[src/rtl/m_multicycle_ctrl_pkg.sv]
// Shared encodings and field helpers for the RV32 add/logic multi-cycle controller.
package m_multicycle_ctrl_pkg;

    localparam int unsigned XLEN  = 32;
    localparam int unsigned OPC_W = 7;
    localparam int unsigned F3_W  = 3;
    localparam int unsigned F7_W  = 7;
    localparam int unsigned REG_W = 5;
    localparam int unsigned ST_W  = 3;
    localparam int unsigned ALU_W = 2;

    typedef enum logic [ST_W-1:0] {
        ST_IDLE   = 3'd0,
        ST_FETCH  = 3'd1,
        ST_DECODE = 3'd2,
        ST_EXEC   = 3'd3,
        ST_WB     = 3'd4,
        ST_HALT   = 3'd5
    } state_e;

    typedef enum logic [ALU_W-1:0] {
        ALU_ADD = 2'd0,
        ALU_SUB = 2'd1,
        ALU_AND = 2'd2,
        ALU_OR  = 2'd3
    } alu_op_e;

    localparam logic [OPC_W-1:0] OP_R      = 7'h33;
    localparam logic [OPC_W-1:0] OP_SYSTEM = 7'h73;

    localparam logic [F3_W-1:0] F3_ADD_SUB = 3'd0;
    localparam logic [F3_W-1:0] F3_AND     = 3'd7;
    localparam logic [F3_W-1:0] F3_OR      = 3'd6;
    localparam logic [F3_W-1:0] F3_PRIV    = 3'd0;

    localparam logic [F7_W-1:0] F7_BASE = 7'h00;
    localparam logic [F7_W-1:0] F7_ALT  = 7'h20;

    // Fields captured from the instruction word at FETCH.
    typedef struct packed {
        logic [F7_W-1:0]  funct7;
        logic [REG_W-1:0] rd;
        logic [F3_W-1:0]  funct3;
        logic [OPC_W-1:0] opcode;
        logic             regs_zero;
    } ir_fields_t;

    // Split an instruction word; regs_zero flags rd, rs1 and rs2 all zero (needed for exact ECALL).
    function automatic ir_fields_t split_ir(input logic [XLEN-1:0] ir);
        ir_fields_t f;
        f.funct7    = ir[31:25];
        f.rd        = ir[11:7];
        f.funct3    = ir[14:12];
        f.opcode    = ir[6:0];
        f.regs_zero = (ir[24:15] == 10'd0) && (ir[11:7] == 5'd0);
        return f;
    endfunction

endpackage

[src/rtl/m_rv_decode.sv]
// Combinational classifier for the supported R-type add/logic ops and ECALL.
module m_rv_decode
    import m_multicycle_ctrl_pkg::*;
(
    input  logic [OPC_W-1:0] opcode,
    input  logic [F3_W-1:0]  funct3,
    input  logic [F7_W-1:0]  funct7,
    output logic             valid,
    output logic             ecall,
    output alu_op_e          alu_op
);

    // Map opcode/funct3/funct7 to an ALU op, or flag a SYSTEM/PRIV encoding.
    always_comb begin
        valid  = 1'b0;
        ecall  = 1'b0;
        alu_op = ALU_ADD;
        if (opcode == OP_R) begin
            if (funct7 == F7_BASE && funct3 == F3_ADD_SUB) begin
                valid  = 1'b1;
                alu_op = ALU_ADD;
            end else if (funct7 == F7_ALT && funct3 == F3_ADD_SUB) begin
                valid  = 1'b1;
                alu_op = ALU_SUB;
            end else if (funct7 == F7_BASE && funct3 == F3_AND) begin
                valid  = 1'b1;
                alu_op = ALU_AND;
            end else if (funct7 == F7_BASE && funct3 == F3_OR) begin
                valid  = 1'b1;
                alu_op = ALU_OR;
            end
        end else if (opcode == OP_SYSTEM && funct3 == F3_PRIV && funct7 == F7_BASE) begin
            ecall = 1'b1;
        end
    end

endmodule

[src/rtl/m_multicycle_ctrl.sv]
// Multi-cycle FETCH/DECODE/EXEC/WB sequencer for the RV32 add/logic datapath.
module m_multicycle_ctrl
    import m_multicycle_ctrl_pkg::*;
#(
    parameter int unsigned CNT_W = 32
) (
    input  logic              w_clock,
    input  logic              w_rst_n,
    input  logic              w_run,
    input  logic              w_imem_ready,
    input  logic [XLEN-1:0]   w_ir,
    output logic              w_ir_en,
    output logic              w_pc_en,
    output logic              w_rf_we,
    output logic [ALU_W-1:0]  w_alu_op,
    output logic [ST_W-1:0]   w_state,
    output logic              w_illegal,
    output logic              w_halted,
    output logic [CNT_W-1:0]  w_retired
);

    state_e     state_q,   state_d;
    ir_fields_t fields_q,  fields_d;
    alu_op_e    alu_op_q,  alu_op_d;
    logic       illegal_q, illegal_d;
    logic       halted_q,  halted_d;
    logic [CNT_W-1:0] retired_q, retired_d;

    logic    dec_valid;
    logic    dec_ecall;
    alu_op_e dec_alu_op;

    m_rv_decode u_decode (
        .opcode (fields_q.opcode),
        .funct3 (fields_q.funct3),
        .funct7 (fields_q.funct7),
        .valid  (dec_valid),
        .ecall  (dec_ecall),
        .alu_op (dec_alu_op)
    );

    // Next-state and next-register values for the sequencer.
    always_comb begin
        state_d   = state_q;
        fields_d  = fields_q;
        alu_op_d  = alu_op_q;
        illegal_d = illegal_q;
        retired_d = retired_q;
        case (state_q)
            ST_IDLE: begin
                if (w_run) state_d = ST_FETCH;
            end
            ST_FETCH: begin
                if (w_imem_ready) begin
                    fields_d = split_ir(w_ir);
                    state_d  = ST_DECODE;
                end
            end
            ST_DECODE: begin
                if (dec_valid) begin
                    alu_op_d = dec_alu_op;
                    state_d  = ST_EXEC;
                end else if (dec_ecall && fields_q.regs_zero) begin
                    state_d = ST_HALT;
                end else begin
                    illegal_d = 1'b1;
                    state_d   = ST_HALT;
                end
            end
            ST_EXEC: begin
                state_d = ST_WB;
            end
            ST_WB: begin
                retired_d = retired_q + CNT_W'(1);
                state_d   = w_run ? ST_FETCH : ST_IDLE;
            end
            ST_HALT: begin
                state_d = ST_HALT;
            end
            default: begin
                state_d = ST_IDLE;
            end
        endcase
        halted_d = (state_d == ST_HALT);
    end

    // State and registered outputs; synchronous active-low reset.
    always_ff @(posedge w_clock) begin
        if (!w_rst_n) begin
            state_q   <= ST_IDLE;
            fields_q  <= '0;
            alu_op_q  <= ALU_ADD;
            illegal_q <= 1'b0;
            halted_q  <= 1'b0;
            retired_q <= '0;
        end else begin
            state_q   <= state_d;
            fields_q  <= fields_d;
            alu_op_q  <= alu_op_d;
            illegal_q <= illegal_d;
            halted_q  <= halted_d;
            retired_q <= retired_d;
        end
    end

    // Single-cycle strobes decoded from the current state.
    assign w_ir_en = (state_q == ST_FETCH) && w_imem_ready;
    assign w_pc_en = (state_q == ST_WB);
    assign w_rf_we = (state_q == ST_WB) && (fields_q.rd != 5'd0);

    assign w_alu_op  = alu_op_q;
    assign w_state   = state_q;
    assign w_illegal = illegal_q;
    assign w_halted  = halted_q;
    assign w_retired = retired_q;

endmodule

[config.mk]
export PLATFORM = sky130hd
export DESIGN_NAME = m_multicycle_ctrl
export DESIGN_NICKNAME = d
export VERILOG_FILES = /design/src/rtl/m_multicycle_ctrl_pkg.sv /design/src/rtl/m_rv_decode.sv /design/src/rtl/m_multicycle_ctrl.sv
export SDC_FILE = /design/constraint.sdc
export NUM_CORES = 1
export LEC_CHECK = 0
export ABC_AREA = 1
export BUFFER_PORTS_ARGS = -buffer_cell sky130_fd_sc_hd__buf_4
export CORE_UTILIZATION = 45
export CTS_CLUSTER_DIAMETER = 40
export DETAILED_ROUTE_END_ITERATION = 12
export GPL_TIMING_DRIVEN = 0
export HOLD_SLACK_MARGIN = 0.06
export PLACE_DENSITY = 0.76
export SLEW_MARGIN = 15
export SYNTH_ARGS = -nofsm -noshare
export SYNTH_HDL_FRONTEND = slang
export SYNTH_SLANG_ARGS = --single-unit
[constraint.sdc]
create_clock -name w_clock -period 1.9 [get_ports w_clock]
set_clock_uncertainty 0.05 [all_clocks]
set_input_delay 0.19 -clock w_clock [delete_from_list [all_inputs] [get_ports w_clock]]
set_output_delay 0.19 -clock w_clock [all_outputs]
set_load 0.02 [all_outputs]
* After elaboration in Yosys (flattened, before gate mapping)
Index checks and enable logic that the tools add are counted.
** Operators by class
- Add/subtract/negate cells :: 1
- Bitwise gates (word level) :: 2
- Reductions and logical operators :: 19
- Eq/ne operators :: 11
- Muxes and demuxes :: 17
** Operators by type and width (number)
- 32-bit by 1-bit adder with 32-bit output, second input constant :: 1
- 3-bit case mux with 6 select lines :: 1
- 3-bit equality test, second input constant :: 5
- 7-bit by 6-bit equality test with 1-bit output, second input constant :: 2
- 1-bit logical AND :: 10
- 10-bit logical NOT :: 1
- 2-bit 2-to-1 mux :: 5
- 3-bit 2-to-1 mux :: 3
- 1-bit 2-to-1 mux :: 8
- 7-bit equality test, second input constant :: 1
- 7-bit logical NOT :: 1
- 3-bit by 2-bit equality test with 1-bit output, second input constant :: 2
- 3-bit logical NOT :: 2
- 5-bit logical NOT :: 1
- 5-bit nonzero test :: 1
- 2-bit AND reduction :: 2
- 3-bit by 1-bit equality test with 1-bit output, second input constant :: 1
- 3-bit AND reduction :: 1
- 1-bit inverter :: 2
** Storage, ports and cells
- Output and inout port bits :: 42
- Input port bits :: 36
- Bits in registers :: 62

* Longest topological paths before layout
- Word-level depth :: 10
- Mapped depth :: 10

* Cells and area by module
A second synthesis with hierarchy kept.
** Unflattened totals
- Cells, all modules :: 469
- Area, all modules :: 3101.7 µm²
** Modules (own cells, without submodules)
- m_multicycle_ctrl :: area an instance 2939.1 µm², cells each 438, seq. area each 1241.2 µm², instances 1
- m_rv_decode :: area an instance 162.7 µm², cells each 31, seq. area each 0.0 µm², instances 1

* Worst setup path before layout
OpenSTA, ideal clock, no wires.
- Path type :: register -> register
- From :: reg retired_q[1] (netlist: w_retired[1])
- To :: reg retired_q[22] (netlist: w_retired[22])
- Stages on the path, launching flop included :: 9
- Period minus slack after synthesis :: 1641 ps
- Path slack :: 259 ps
- Required time :: 1735 ps
- Buffers on the path :: 0
- Data arrival time :: 1476 ps
- Cell sequence :: dfxtp_1 -> ha_1 -> nand3_1 -> nor2_4 -> nand4_4 -> nor2_4 -> nand3_1 -> nand2_1 -> nor2_1
** Between the ends
- Cells in the longest elaborated chain, start to end :: 1
** RTL lines
- from (decl) :: line m_multicycle_ctrl.sv:27 : logic [CNT_W-1:0] retired_q, retired_d;
- from (signal assigned) :: line m_multicycle_ctrl.sv:102 : retired_q <= retired_d;
- 32-bit by 1-bit adder with 32-bit output :: line m_multicycle_ctrl.sv:74 : retired_d = retired_q + CNT_W'(1);
Every way passes these cells.
A chain may end at the register's enable or synchronous reset.

* Worst setup path in the final report
- From :: reg state_q[1] (netlist: w_state[1])
- To :: out w_rf_we
** Between the ends
- Cells in the longest elaborated chain, start to end :: 2
** RTL lines
- from (decl) :: line m_multicycle_ctrl.sv:22 : state_e state_q, state_d;
- from (signal assigned) :: line m_multicycle_ctrl.sv:97 : state_q <= state_d;
- 3-bit equality test :: line m_multicycle_ctrl.sv:109 : assign w_rf_we = (state_q == ST_WB) && (fields_q.rd != 5'd0);
- 1-bit logical AND :: line m_multicycle_ctrl.sv:109
- to (decl) :: line m_multicycle_ctrl.sv:14 : output logic w_rf_we,
Every way passes these cells.

==> impl_metrics.toml <==
[worst_hold_path]
hold_path_class = "in -> reg"
worstHoldPathCells = 3

[cts]
cts_max_level = 3
cts_tree = "yes"
clock_sinks = 62
cts.path.max_buffers = 2
cts_made_buffers = 9
cts_root_buf = "clkbuf_8"
clk_pin_slew_ns = 0.07
clk_latency_ns = 0.34

[placed_design]
dp.cells = 654
place_ws_ns = 0.2542
place.gp.congestion = 0.8619
io_buffers = 76
hpwl_mm = 6.023

[sta]
finalCriticalPeriod_ns = 1.756
report.final.slew_viol_count = 0
finalCritPeriodShare_pct = 92.42
tns_ns = 0
tightest_slew_ns = 0.5916
worst_slack_ns = 0.1440
hold_ws_ns = 0.06761
fmax_mhz = 569.5
hold_viol = 0
slew_headroom_pct = 60.56
rsz0062_at_grt = "no"
finalSetupViolCount = 0

[finish]
stdcell_count = 680
n_antenna_cell = 0
syn2layout_area_growth_pct = 32.51
final_layout_size_suffix_gt1_share_pct = 22.26
nets = 617

[run]
drv_cap = 0

[synthesis]
syn_nets = 519
synth_cells = 482
syn-cell-area_um2 = 3176
synth_area_per_cell_um2 = 6.588
yosysWarnings = 0
async_reset_ff_share_pct = 0
synth_edf_count = 0
seq_area_frac_synth_pct = 39.09
synth_cell_type_count = 30
synth_seq_cells = 62
synth_ff_type = "dfxtp_1"

[global_routing]
use_met3_pct = 4.524
antenna_found_initial = 0
use_met1_pct = 26.59
track_usage_pct = 23.14
grtUsageMet2_pct = 41.63
overflow = 0
busiest_layer = "met2"
grt_pass1_wl_mm = 13.43
grt_start_max_net_pins = 12
grt_pass1_vias = 3105

[detailed_routing]
ant_nets = 0
dr.pass1.iters = 4
viasPerCell = 4.875
drc = 0
wl_per_cell_um = 11.91
drt-initial-drc-count = 152
vias = 3315
wirelength_mm = 8.097

[die]
rows = 30
core-area_um2 = 6794
io_pins = 78
die_x_um = 86.01
dieHeight_um = 86.01
die-area_um2 = 7397
start_util_pct = 46.74

[power_and_ir_drop]
power_leakage_uw = 0.001777
power_density_nw_per_um2 = 695.4
ir_drop_mv = 0.3920

[worst_setup_path]
crit_type = "reg -> out"
worstRegToRegCells = 8
cp-end-kind = "primary output"
path_max_fanout = 10
worstPathRequired_ns = 1.66
critPathArrivalTime_ns = 1.52
start_kind = "flip-flop"

[run_status]
status = "complete, no violations"
## repair_timing
item                                   CTS  global route
endpoints found under the hold margin    8             0
hold buffers                             8             0
setup buffers                            0             3
setup endpoints to repair                0             2
gates resized for setup                  0             7
## layout make-up
class                      instances  area, um2
fill                             642       2586
multi-input combinational        355       1684
sequential                        62       1242
timing repair buffer              87      673.1
inverter                          53      202.7
clock buffer                      10      137.6
tap                               96      120.1
clock inverter                     5      83.83
buffer                            12      63.81
## worst paths after layout
kind / startpoint / to / slack (ns)
worst min-delay path: w_ir[2] / fields_q[3] / 0.07
worst max register to register: w_retired[0] / w_retired[18] / 0.21
worst min register to register: fields_q[22] / fields_q[22] / 0.41
worst max-delay path: w_state[1] / w_rf_we / 0.14
## cell usage after synthesis (2+ instances only)
cell,number,area share (%)
nand3_1,16,2.5
buf_2,4,0.63
o21ai_0,33,5.2
clkbuf_1,6,0.71
nor2_4,8,2.8
dfxtp_1,62,39
nor2_1,99,12
nand4_4,3,2.0
nand4_1,6,1.2
nand2_1,129,15
a21oi_1,32,5.0
nor4_1,4,0.79
nor2_2,6,1.2
nand2_2,4,0.79
inv_1,52,6.1
xor2_1,2,0.55
nor3_1,3,0.47
## cells by family (layout without fill, tap and decap cells)
| kind of cell | after synthesis | count (layout) | synth area share (%) |
|---|---|---|---|
| and+or+nand+nor | 283 | 283 | 40.54 |
| xor gates and xnor gates | 3 | 3 | 0.8276 |
| adders and majority gates | 1 | 1 | 0.3939 |
| buffers and inverters | 65 | 167 | 8.195 |
| DFF | 62 | 62 | 39.09 |
| AOI/OAI and AO/OA | 68 | 68 | 10.95 |
## worst max-delay path, stage by stage (launching register included)
cell	delay, ns
dfxtp_1	0.37
inv_1	0.07
nand2_1	0.07
nor2_2	0.16
buf_4	0.22
o21ai_0	0.10
inv_1	0.06
buf_4	0.13
## per-stage QoR
stage                     util, %  area (um2)  power, uW
after floorplan                 -        3176       1519
after global placement      56.91        3866       1613
after detailed placement    56.91        3866       1621
after CTS                   61.34        4168       2935
after global routing        61.93        4208       3051
final                       61.93        4208       2926
## per-layer routing
metal / wire (um) / share of wire, %
met1: 3517 / 43
met2: 4053 / 50
met3: 358 / 4.4
met4: 167 / 2.1
met5: 0 / 0
## power breakdown
group	switching, uW	internal [uW]	total (uW)
clock	543	769	1310
combinational	135	123	258
sequential	20.5	1340	1360
total	699	2230	2930
## layout by cell type, fill, tap and decap left out, drive strengths merged
cell type	instances
nand4	10
dlygate4sd3	8
nor4	4
bufinv	2
dfxtp	62
nor3b	1
nor3	3
a21oi	33
nand2	133
buf	85
clkbuf	16
o21ai	33
a31oi	1
xor2	2
o21a	1
nand3	17
nor2	114
ha	1
inv	52
clkinvlp	3
or4	1
clkinv	1
xnor2	1
## sequential cells by signal (all words and copies together) (netlist names)
| signal | cells |
|---|---|
| w_illegal | 1 |
| w_retired | 32 |
| w_state | 3 |
| fields_q | 23 |
| w_alu_op | 2 |
| w_halted | 1 |
Power figures use the tool's default switching activity.
